**config.mk**
```make
export PLATFORM = sky130hd
export DESIGN_NAME = panel_clk_rst_gen
export DESIGN_NICKNAME = d
export VERILOG_FILES = /design/src/rtl/panel_pkg.sv /design/src/rtl/sync_debounce.sv /design/src/rtl/panel_clk_rst_gen.sv
export SDC_FILE = /design/constraint.sdc
export NUM_CORES = 1
export LEC_CHECK = 0
export ABC_CLOCK_PERIOD_IN_PS = 5300
export CAP_MARGIN = 25
export CORE_MARGIN = 2
export CORE_UTILIZATION = 40
export DETAILED_ROUTE_END_ITERATION = 16
export PLACE_DENSITY = 0.61
export SYNTH_ARGS = -nofsm -noshare
export SYNTH_HDL_FRONTEND = slang
export SYNTH_SLANG_ARGS = --single-unit
```
**constraint.sdc**
```tcl
create_clock -name clk -period 5.3 [get_ports clk]
set_input_delay 1.06 -clock clk [delete_from_list [all_inputs] [get_ports clk]]
set_output_delay 1.06 -clock clk [all_outputs]
set_load 0.02 [all_outputs]
```
**src/rtl/panel_pkg.sv**
```systemverilog
// Shared constants for the iCEBreaker panel front end: reset-sequencer state
// encoding and the board-build default timing parameters.
package panel_pkg;

   localparam int DIVIDER_DEF       = 500;
   localparam int DELAY_BIT_DEF     = 15;
   localparam int DEBOUNCE_BITS_DEF = 16;
   localparam int ROWMAX_W_DEF      = 4;

   localparam logic [1:0] ST_HOLD  = 2'd0;
   localparam logic [1:0] ST_ALIGN = 2'd1;
   localparam logic [1:0] ST_RUN   = 2'd2;

endpackage

```
**src/rtl/sync_debounce.sv**
```systemverilog
// Two-flop synchroniser plus candidate/stable-count debouncer for a static
// strap bus; stable_ok means cand has held for 2^BITS-1 consecutive cycles.
module sync_debounce #(
   parameter int W    = 4,
   parameter int BITS = 16
) (
   input  logic         clk,
   input  logic         reset_n,
   input  logic [W-1:0] raw,
   output logic [W-1:0] cand,
   output logic         stable_ok
);

   localparam logic [BITS-1:0] STABLE_ONE = BITS'(1);

   logic [W-1:0]    meta_q, meta_d;
   logic [W-1:0]    sync_q, sync_d;
   logic [W-1:0]    cand_q, cand_d;
   logic [BITS-1:0] stable_q, stable_d;

   always_comb begin
      meta_d   = raw;
      sync_d   = meta_q;
      cand_d   = cand_q;
      stable_d = stable_q;
      if (sync_q != cand_q) begin
         cand_d   = sync_q;
         stable_d = '0;
      end else if (!(&stable_q)) begin
         stable_d = stable_q + STABLE_ONE;
      end
   end

   always_ff @(posedge clk) begin
      if (!reset_n) begin
         meta_q   <= '0;
         sync_q   <= '0;
         cand_q   <= '0;
         stable_q <= '0;
      end else begin
         meta_q   <= meta_d;
         sync_q   <= sync_d;
         cand_q   <= cand_d;
         stable_q <= stable_d;
      end
   end

   assign cand      = cand_q;
   assign stable_ok = &stable_q;

endmodule

```
**src/rtl/panel_clk_rst_gen.sv**
```systemverilog
// Panel core front end: divides clk into clk_dut, sequences panel_reset so it
// releases on a clk_dut falling edge, and debounces the rowmax strap.
module panel_clk_rst_gen
   import panel_pkg::*;
#(
   parameter int DIVIDER       = DIVIDER_DEF,
   parameter int DELAY_BIT     = DELAY_BIT_DEF,
   parameter int DEBOUNCE_BITS = DEBOUNCE_BITS_DEF,
   parameter int ROWMAX_W      = ROWMAX_W_DEF
) (
   input  logic                clk,
   input  logic                reset_n,
   input  logic [ROWMAX_W-1:0] rowmax_raw,
   output logic                clk_dut,
   output logic                clk_dut_rise,
   output logic                panel_reset,
   output logic [ROWMAX_W-1:0] rowmax,
   output logic                rowmax_changed
);

   localparam int CNT_W = (DIVIDER > 0) ? $clog2(DIVIDER + 1) : 1;
   localparam int DLY_W = DELAY_BIT + 1;
   localparam logic [CNT_W-1:0] CNT_MAX = CNT_W'(DIVIDER);
   localparam logic [CNT_W-1:0] CNT_ONE = CNT_W'(1);
   localparam logic [DLY_W-1:0] DLY_ONE = DLY_W'(1);

   logic [CNT_W-1:0]    cnt_q, cnt_d;
   logic                clk_dut_q, clk_dut_d;
   logic                rise_q, rise_d;
   logic [DLY_W-1:0]    delay_q, delay_d;
   logic [1:0]          state_q, state_d;
   logic                panel_reset_q, panel_reset_d;
   logic [ROWMAX_W-1:0] rowmax_q, rowmax_d;
   logic                changed_q, changed_d;
   logic                fall_tick;
   logic [ROWMAX_W-1:0] cand;
   logic                stable_ok;

   sync_debounce #(
      .W    (ROWMAX_W),
      .BITS (DEBOUNCE_BITS)
   ) u_rowmax_db (
      .clk       (clk),
      .reset_n   (reset_n),
      .raw       (rowmax_raw),
      .cand      (cand),
      .stable_ok (stable_ok)
   );

   always_comb begin
      cnt_d     = cnt_q + CNT_ONE;
      clk_dut_d = clk_dut_q;
      rise_d    = 1'b0;
      fall_tick = 1'b0;
      if (cnt_q == CNT_MAX) begin
         cnt_d     = '0;
         clk_dut_d = !clk_dut_q;
         rise_d    = !clk_dut_q;
         fall_tick = clk_dut_q;
      end

      delay_d       = delay_q;
      state_d       = state_q;
      panel_reset_d = panel_reset_q;
      case (state_q)
         ST_HOLD: begin
            if (delay_q[DELAY_BIT]) state_d = ST_ALIGN;
            else                    delay_d = delay_q + DLY_ONE;
         end
         // Releasing on the falling edge gives the core a full low half-period
         // before its first rising edge.
         ST_ALIGN: begin
            if (fall_tick) begin
               state_d       = ST_RUN;
               panel_reset_d = 1'b0;
            end
         end
         ST_RUN: panel_reset_d = 1'b0;
         default: begin
            state_d       = ST_HOLD;
            panel_reset_d = 1'b1;
         end
      endcase

      // Strap updates only land on clk_dut falling edges so the core never
      // samples rowmax mid-change.
      rowmax_d  = rowmax_q;
      changed_d = 1'b0;
      if (stable_ok && (cand != rowmax_q) && fall_tick) begin
         rowmax_d  = cand;
         changed_d = 1'b1;
      end
   end

   always_ff @(posedge clk) begin
      if (!reset_n) begin
         cnt_q         <= '0;
         clk_dut_q     <= 1'b0;
         rise_q        <= 1'b0;
         delay_q       <= '0;
         state_q       <= ST_HOLD;
         panel_reset_q <= 1'b1;
         rowmax_q      <= '0;
         changed_q     <= 1'b0;
      end else begin
         cnt_q         <= cnt_d;
         clk_dut_q     <= clk_dut_d;
         rise_q        <= rise_d;
         delay_q       <= delay_d;
         state_q       <= state_d;
         panel_reset_q <= panel_reset_d;
         rowmax_q      <= rowmax_d;
         changed_q     <= changed_d;
      end
   end

   assign clk_dut        = clk_dut_q;
   assign clk_dut_rise   = rise_q;
   assign panel_reset    = panel_reset_q;
   assign rowmax         = rowmax_q;
   assign rowmax_changed = changed_q;

endmodule
```
==> impl_results.rst, run 1 <==
.. list-table::
   :header-rows: 1

   * - Metric
     - Value
   * - Number of buffers inserted to repair setup after CTS
     - 0
   * - Minimum setup slack among reg-to-reg paths
     - 2720 ps
   * - I/O pin count
     - 14
   * - Cell variety after synth
     - 47
   * - Die boundary height
     - 87.3 um
   * - Final Worst Setup Slack
     - 2360 ps
   * - Data required time at the worst endpoint
     - 5550 ps
   * - Startpoint class of the critical path
     - input port
   * - Initial drt markers
     - 84
   * - Total wire length
     - 4910 um
   * - CTS Buf Count
     - 9
   * - Sequence of cells on the critical path
     - clkdlybuf4s50_1 > o2111a_1 > nand3_1 > a211oi_1
   * - Share of synthesized cell area in full adder, half adder and majority cells
     - 0.0361
   * - Share of async-settable or async-resettable flops after synthesis
     - 0
   * - Weighted congestion at the end of routability-driven global placement
     - 0.728
   * - Most common cell after layout, fill and taps aside
     - sky130_fd_sc_hd__dfxtp_1
   * - Row count
     - 30
   * - Maximum vdd ir drop
     - 0.222 mV
   * - Cell area after technology mapping
     - 2770 um^2
   * - Wire length of the first global-routing pass
     - 8490 um
   * - Remaining number of nets flagged by the antenna check after routing
     - 0
   * - Number of flops mapped to enable cells by yosys
     - 0
   * - Biggest area contributors in the synthesized netlist
     - sky130_fd_sc_hd__dfxtp_1 45%, sky130_fd_sc_hd__nor2_1 5.0%, sky130_fd_sc_hd__xnor2_1 3.8%
   * - Run status
     - complete, no violations
   * - Combinational Power Share
     - 0.117
   * - Floorplan core area
     - 6760 um^2
   * - Category of the critical setup timing path
     - in2reg
   * - Share of cells above drive strength 1
     - 0.0677
   * - Power share of the sequential group
     - 0.482
   * - Proportion of synthesized chip area in sequential cells
     - 0.455
   * - Max-slew violation count
     - 0
   * - Final worst path period need
     - 2940 ps
   * - Clock edge transition at the registers on the reported setup and hold paths
     - 70 ps
   * - Slew @ Worst Pin
     - 863 ps
   * - Antenna violations before repair
     - 0
   * - Horizontal extent of the die
     - 87.3 um
   * - Max Fanout on Critical Path
     - 31
   * - Warnings, synthesis
     - 0
   * - Most used flip-flop cell after synthesis
     - sky130_fd_sc_hd__dfxtp_1
   * - Fill cell count
     - 649
   * - Period Utilization, post-route
     - 0.555
   * - P per Cell Area
     - 340 nW/um^2
   * - Final design instance area without fill
     - 3170 um^2
   * - Number of global-route vias before repair
     - 1990
   * - Multiplexer share of the synthesized area
     - 0.0366
   * - Mean instance size in the synthesized netlist
     - 9.06 um^2
   * - Clk network pwr share
     - 0.402
   * - R2r startpoint
     - u_rowmax_db.stable_q[0]$_SDFFE_PP0N_
   * - Hold path startpoint
     - u_rowmax_db.meta_q[2]$_SDFF_PN0_
   * - Drt drc
     - 0
   * - Length of the first detailed-routing pass in iterations
     - 4
   * - Net count after synthesis
     - 320
   * - Post-synthesis share of cell area spent on and, or, nand and nor gates
     - 0.296
   * - Hold/Removal Path Class
     - reg2reg
   * - Leakage power total
     - 1.16 nW
   * - Number of buffers on the longest clock path
     - 2
   * - Arrival time at the worst endpoint
     - 3190 ps
   * - Synth Area in Compound Gates
     - 0.0704
   * - Routed length per placed instance
     - 12.1 um
   * - Root Buffer Master
     - sky130_fd_sc_hd__clkbuf_8
   * - Total negative slack
     - 0 ps
   * - Category of the worst setup path capture point
     - flip-flop
   * - Post-detailed-placement cell area
     - 2960 um^2
   * - Synth Area in XOR/XNOR
     - 0.0758
   * - Post-Place Cells
     - 389
   * - Most frequent cells in the layout
     - 63 x sky130_fd_sc_hd__dfxtp_1, 37 x sky130_fd_sc_hd__nor2_1, 24 x sky130_fd_sc_hd__nand2_1
   * - Count of final hold-check violations
     - 0
   * - Final Total Pwr
     - 1.08 mW
   * - Mean number of vias per cell
     - 5.12
   * - CTS-repair resized insts
     - 0
   * - Fin nets
     - 334
   * - Global-route total usage across every layer
     - 0.142
   * - Clock latency on the worst-skew pair
     - 340 ps
   * - Length in cells of the worst reg-to-reg path
     - 5
   * - Switching power
     - 0.271 mW
   * - CTS sink cnt
     - 63
   * - Largest area contributor in the netlist
     - sky130_fd_sc_hd__dfxtp_1
   * - Internal power contribution
     - 0.809 mW
   * - Critical Path Start
     - reset_n
   * - Setup WS pre-CTS
     - 2010 ps
   * - Rel. slew slack
     - 0.423
   * - Clock tree from TritonCTS
     - yes
   * - Combinational family with the most area after synthesis
     - simple AND/OR/NAND/NOR gates
   * - Hold slack
     - 432 ps
   * - Port Buf Inserts
     - 13
   * - Area of the die
     - 7610 um^2
   * - Largest net degree at the start of global routing
     - 32
   * - Final std cells w/o fill
     - 405
   * - Switching fraction of total power
     - 0.251
   * - Clock H-tree levels
     - 3
   * - RSZ-0062 raised after global routing
     - false
   * - Ant. Diodes
     - 0
   * - F_max
     - 0.340 GHz
   * - CP max stage delay
     - 1040 ps
   * - Synthesis-to-finish area growth
     - 14.4%
   * - Gr ovfl total
     - 0
   * - Fin Clk Skew
     - 6.75 ps
   * - Cell count of the worst hold path
     - 1
   * - Number of standard cells after synthesis
     - 306
   * - Post-synthesis register bit count
     - 63
   * - Initial Util
     - 0.410
   * - Setup violations, final
     - 0
   * - Fraction of synthesized cell area taken by the top area cell type
     - 0.455
   * - Max Cap Violations
     - 0
   * - Total vias in the final route
     - 2075
   * - Half-perimeter wire length after detailed placement
     - 3320 um
   * - Utilization after layout
     - 0.470
   * - Hold buffers post-CTS
     - 0
   * - Max stage delay cell, worst path
     - sky130_fd_sc_hd__clkdlybuf4s50_1
==> cell families after synthesis <==
logic type,after synthesis
AND/OR/NAND/NOR,149
flip-flops,63
AO/OA/AOI/OAI,30
XOR/XNOR,24
buffers and inverters,22
multiplexers,10
adder cells (fa/ha/maj),8
==> registers in the layout (all words and copies together), names as in the netlist <==
register              cells
state_q                   2
u_rowmax_db.meta_q        4
u_rowmax_db.sync_q        4
cnt_q                     9
rowmax_changed            1
clk_dut_rise              1
u_rowmax_db.cand          4
rowmax                    4
clk_dut                   1
panel_reset               1
u_rowmax_db.stable_q     16
delay_q                  16
==> layer usage <==
layer,vias up,track usage,routed length (um)
li1,1092,-,-
met1,953,0.179,2460
met2,20,0.218,2210
met3,10,0.0341,107
met4,0,0.0881,135
met5,-,0,0
==> power by group through the flow <==
| stage | clock (mW) | sequential (mW) | combinational [mW] |
|---|---|---|---|
| after floorplan | 0 | 0.527 | 0.0995 |
| after detailed placement | 0 | 0.531 | 0.125 |
| after CTS | 0.445 | 0.520 | 0.126 |
| final | 0.434 | 0.520 | 0.126 |
| after global placement | 0 | 0.530 | 0.122 |
| after global routing | 0.462 | 0.524 | 0.144 |
==> synthesized netlist by cell type (2+ instances only) <==
cell / count
sky130_fd_sc_hd__a211oi_1: 2
sky130_fd_sc_hd__a21oi_1: 11
sky130_fd_sc_hd__a31oi_1: 3
sky130_fd_sc_hd__and2_1: 12
sky130_fd_sc_hd__and3_1: 7
sky130_fd_sc_hd__and3b_1: 3
sky130_fd_sc_hd__and4_1: 2
sky130_fd_sc_hd__clkbuf_1: 9
sky130_fd_sc_hd__dfxtp_1: 63
sky130_fd_sc_hd__ha_1: 8
sky130_fd_sc_hd__inv_1: 11
sky130_fd_sc_hd__mux2i_1: 9
sky130_fd_sc_hd__nand2_1: 24
sky130_fd_sc_hd__nand2b_1: 5
sky130_fd_sc_hd__nand3_1: 12
sky130_fd_sc_hd__nand4_1: 12
sky130_fd_sc_hd__nor2_1: 37
sky130_fd_sc_hd__nor2b_1: 2
sky130_fd_sc_hd__nor3_1: 10
sky130_fd_sc_hd__nor4_1: 4
sky130_fd_sc_hd__o21a_1: 2
sky130_fd_sc_hd__o21ai_0: 4
sky130_fd_sc_hd__o31ai_1: 3
sky130_fd_sc_hd__o41ai_1: 2
sky130_fd_sc_hd__or3_1: 4
sky130_fd_sc_hd__or4_1: 2
sky130_fd_sc_hd__xnor2_1: 12
sky130_fd_sc_hd__xor2_1: 12
==> final timing paths <==
kind                                                               to
worst max-delay path            u_rowmax_db.stable_q[15]$_SDFFE_PP0N_
worst min-delay path                 u_rowmax_db.sync_q[2]$_SDFF_PN0_
worst max register to register                 rowmax[1]$_SDFFE_PN0P_
worst min register to register       u_rowmax_db.sync_q[2]$_SDFF_PN0_
==> worst max-delay path, delay by kind of cell <==
| kind | cells | cell delay [ps] |
|---|---|---|
| and+or+nand+nor | 1 | 450 |
| AOI/OAI and AO/OA | 2 | 640 |
| buffers and inverters | 1 | 1040 |
==> area by class of cell <==
| type | instances | area (um^2) | area share |
|---|---|---|---|
| multi-input cells | 221 | 1430 | 0.450 |
| clock inverters | 3 | 40.0 | 0.0126 |
| repair buffers | 13 | 130 | 0.0410 |
| flip-flops and latches | 63 | 1260 | 0.397 |
| clock buffers | 13 | 169 | 0.0532 |
| inverters | 12 | 45.0 | 0.0142 |
| well taps | 80 | 100 | 0.0315 |
No activity file was read; power rests on OpenSTA's default activity.
==> run 2, diff against run 1 <==
Settings changed: ABC_CLOCK_PERIOD_IN_PS 5300 to 2940.
Clock period 5.3 ns to 2.94 ns, I/O delays scaled along.
==> impl_results.rst, run 2 (synthesized netlist as in run 1, its figures left out) <==
.. list-table::
   :header-rows: 1

   * - Metric
     - Value
   * - Run status
     - complete, no violations
   * - P per Cell Area
     - 605 nW/um^2
   * - Category of the worst setup path capture point
     - flip-flop
   * - Rel. slew slack
     - 0.588
   * - Horizontal extent of the die
     - 87.3 um
   * - Most frequent cells in the layout
     - 63 x sky130_fd_sc_hd__dfxtp_1, 37 x sky130_fd_sc_hd__nor2_1, 24 x sky130_fd_sc_hd__nand2_1
   * - CP max stage delay
     - 500 ps
   * - Area of the die
     - 7610 um^2
   * - Data required time at the worst endpoint
     - 3200 ps
   * - Hold buffers post-CTS
     - 0
   * - Setup violations, final
     - 0
   * - Synthesis-to-finish area growth
     - 15.3%
   * - Number of buffers on the longest clock path
     - 2
   * - Remaining number of nets flagged by the antenna check after routing
     - 0
   * - Category of the critical setup timing path
     - reg2reg
   * - Final design instance area without fill
     - 3200 um^2
   * - Fin nets
     - 337
   * - Drt drc
     - 0
   * - Clock tree from TritonCTS
     - yes
   * - Initial drt markers
     - 59
   * - Final worst path period need
     - 2090 ps
   * - Arrival time at the worst endpoint
     - 2350 ps
   * - Max Fanout on Critical Path
     - 6
   * - Half-perimeter wire length after detailed placement
     - 3460 um
   * - Area used by multi-input combinational logic
     - 1430 um^2
   * - Number of global-route vias before repair
     - 1995
   * - Die boundary height
     - 87.3 um
   * - Initial Util
     - 0.410
   * - Post-detailed-placement cell area
     - 2990 um^2
   * - Maximum vdd ir drop
     - 0.374 mV
   * - Post-Place Cells
     - 392
   * - Gr ovfl total
     - 0
   * - Most common cell after layout, fill and taps aside
     - sky130_fd_sc_hd__dfxtp_1
   * - Max-slew violation count
     - 0
   * - CTS Buf Count
     - 9
   * - Total negative slack
     - 0 ps
   * - Largest net degree at the start of global routing
     - 18
   * - Final std cells w/o fill
     - 408
   * - Global-route total usage across every layer
     - 0.148
   * - Total wire length
     - 4900 um
   * - Max Cap Violations
     - 0
   * - Clock latency on the worst-skew pair
     - 330 ps
   * - Floorplan core area
     - 6760 um^2
   * - Clock edge transition at the registers on the reported setup and hold paths
     - 60 ps
   * - F_max
     - 0.479 GHz
   * - Minimum setup slack among reg-to-reg paths
     - 850 ps
   * - Fin Clk Skew
     - 5.16 ps
   * - Antenna violations before repair
     - 0
   * - Ant. Diodes
     - 0
   * - Port Buf Inserts
     - 13
   * - Registers with the most flip-flops
     - delay_q: 16 flops, u_rowmax_db.stable_q: 16 flops, cnt_q: 9 flops
   * - Utilization after layout
     - 0.473
   * - Leakage power total
     - 1.18 nW
   * - Root Buffer Master
     - sky130_fd_sc_hd__clkbuf_8
   * - Number of buffers inserted to repair setup after CTS
     - 0
   * - Count of final hold-check violations
     - 0
   * - Period Utilization, post-route
     - 0.710
   * - Length of the first detailed-routing pass in iterations
     - 4
   * - Total vias in the final route
     - 2106
   * - Routed length per placed instance
     - 12.0 um
   * - Mean number of vias per cell
     - 5.16
   * - CTS sink cnt
     - 63
   * - Row count
     - 30
   * - CTS-repair resized insts
     - 0
   * - Fill cell count
     - 674
   * - Clock H-tree levels
     - 3
   * - Max stage delay cell, worst path
     - sky130_fd_sc_hd__nor3b_2
   * - Sequence of cells on the critical path
     - ha_1 > nand4_2 > nor4_4 > nor3b_2 > mux2i_1
   * - Hold/Removal Path Class
     - reg2reg
   * - RSZ-0062 raised after global routing
     - false
   * - Startpoint class of the critical path
     - flip-flop
   * - Storage cell area
     - 1260 um^2
   * - Wire length of the first global-routing pass
     - 8890 um
   * - I/O pin count
     - 14
   * - Weighted congestion at the end of routability-driven global placement
     - 0.749
   * - Slew @ Worst Pin
     - 613 ps
   * - Share of cells above drive strength 1
     - 0.0762
run 2: changes by cell type in the layout (fill, tap and decap cells not counted):
cell and change:
sky130_fd_sc_hd__buf_4 +3
run 2: metal layers:
| layer | GRT usage | vias to the layer above | share of wire |
|---|---|---|---|
| li1 | - | 1105 | - |
| met1 | 0.197 | 972 | 0.50 |
| met2 | 0.219 | 24 | 0.46 |
| met3 | 0.0493 | 5 | 0.031 |
| met4 | 0.0587 | 0 | 0.013 |
| met5 | 0 | - | 0 |
run 2: power by group:
part	total [mW]	internal [mW]	switching, mW
logic	0.226	0.105	0.120
registers	0.937	0.896	0.0407
clock network	0.769	0.459	0.311
total	1.93	1.46	0.472
run 2: critical path: cells and delay by family, from the launching register on:
family,cells,cell delay (ps)
adder cells (fa/ha/maj),1,280
flip-flops,1,430
multiplexers,1,250
AND/OR/NAND/NOR,3,1060
run 2: final cells by class:
class | instances | area share
clock inverter | 3 | 0.0125
sequential | 63 | 0.395
timing repair buffer | 16 | 0.0478
clock buffer | 13 | 0.0529
tap | 80 | 0.0313
multi-input combinational | 221 | 0.447
inverter | 12 | 0.0141
run 2: worst paths after layout:
check,startpoint,to,depth (start not counted)
worst min-delay path,u_rowmax_db.meta_q[0]$_SDFF_PN0_,u_rowmax_db.sync_q[0]$_SDFF_PN0_,1
worst min register to register,u_rowmax_db.meta_q[0]$_SDFF_PN0_,u_rowmax_db.sync_q[0]$_SDFF_PN0_,1
worst max-delay path,u_rowmax_db.stable_q[0]$_SDFFE_PP0N_,rowmax[1]$_SDFFE_PN0P_,5
worst max register to register,u_rowmax_db.stable_q[0]$_SDFFE_PP0N_,rowmax[1]$_SDFFE_PN0P_,5
run 2: through the flow:
step                total power [mW]  setup WS, ps  hold WS [ps]
floorplan                       1.13          1090           412
global placement                1.18           766           419
detailed placement              1.18           702           419
CTS                             1.96           824           434
global route                    2.05           682           449
finish                          1.93           851           432
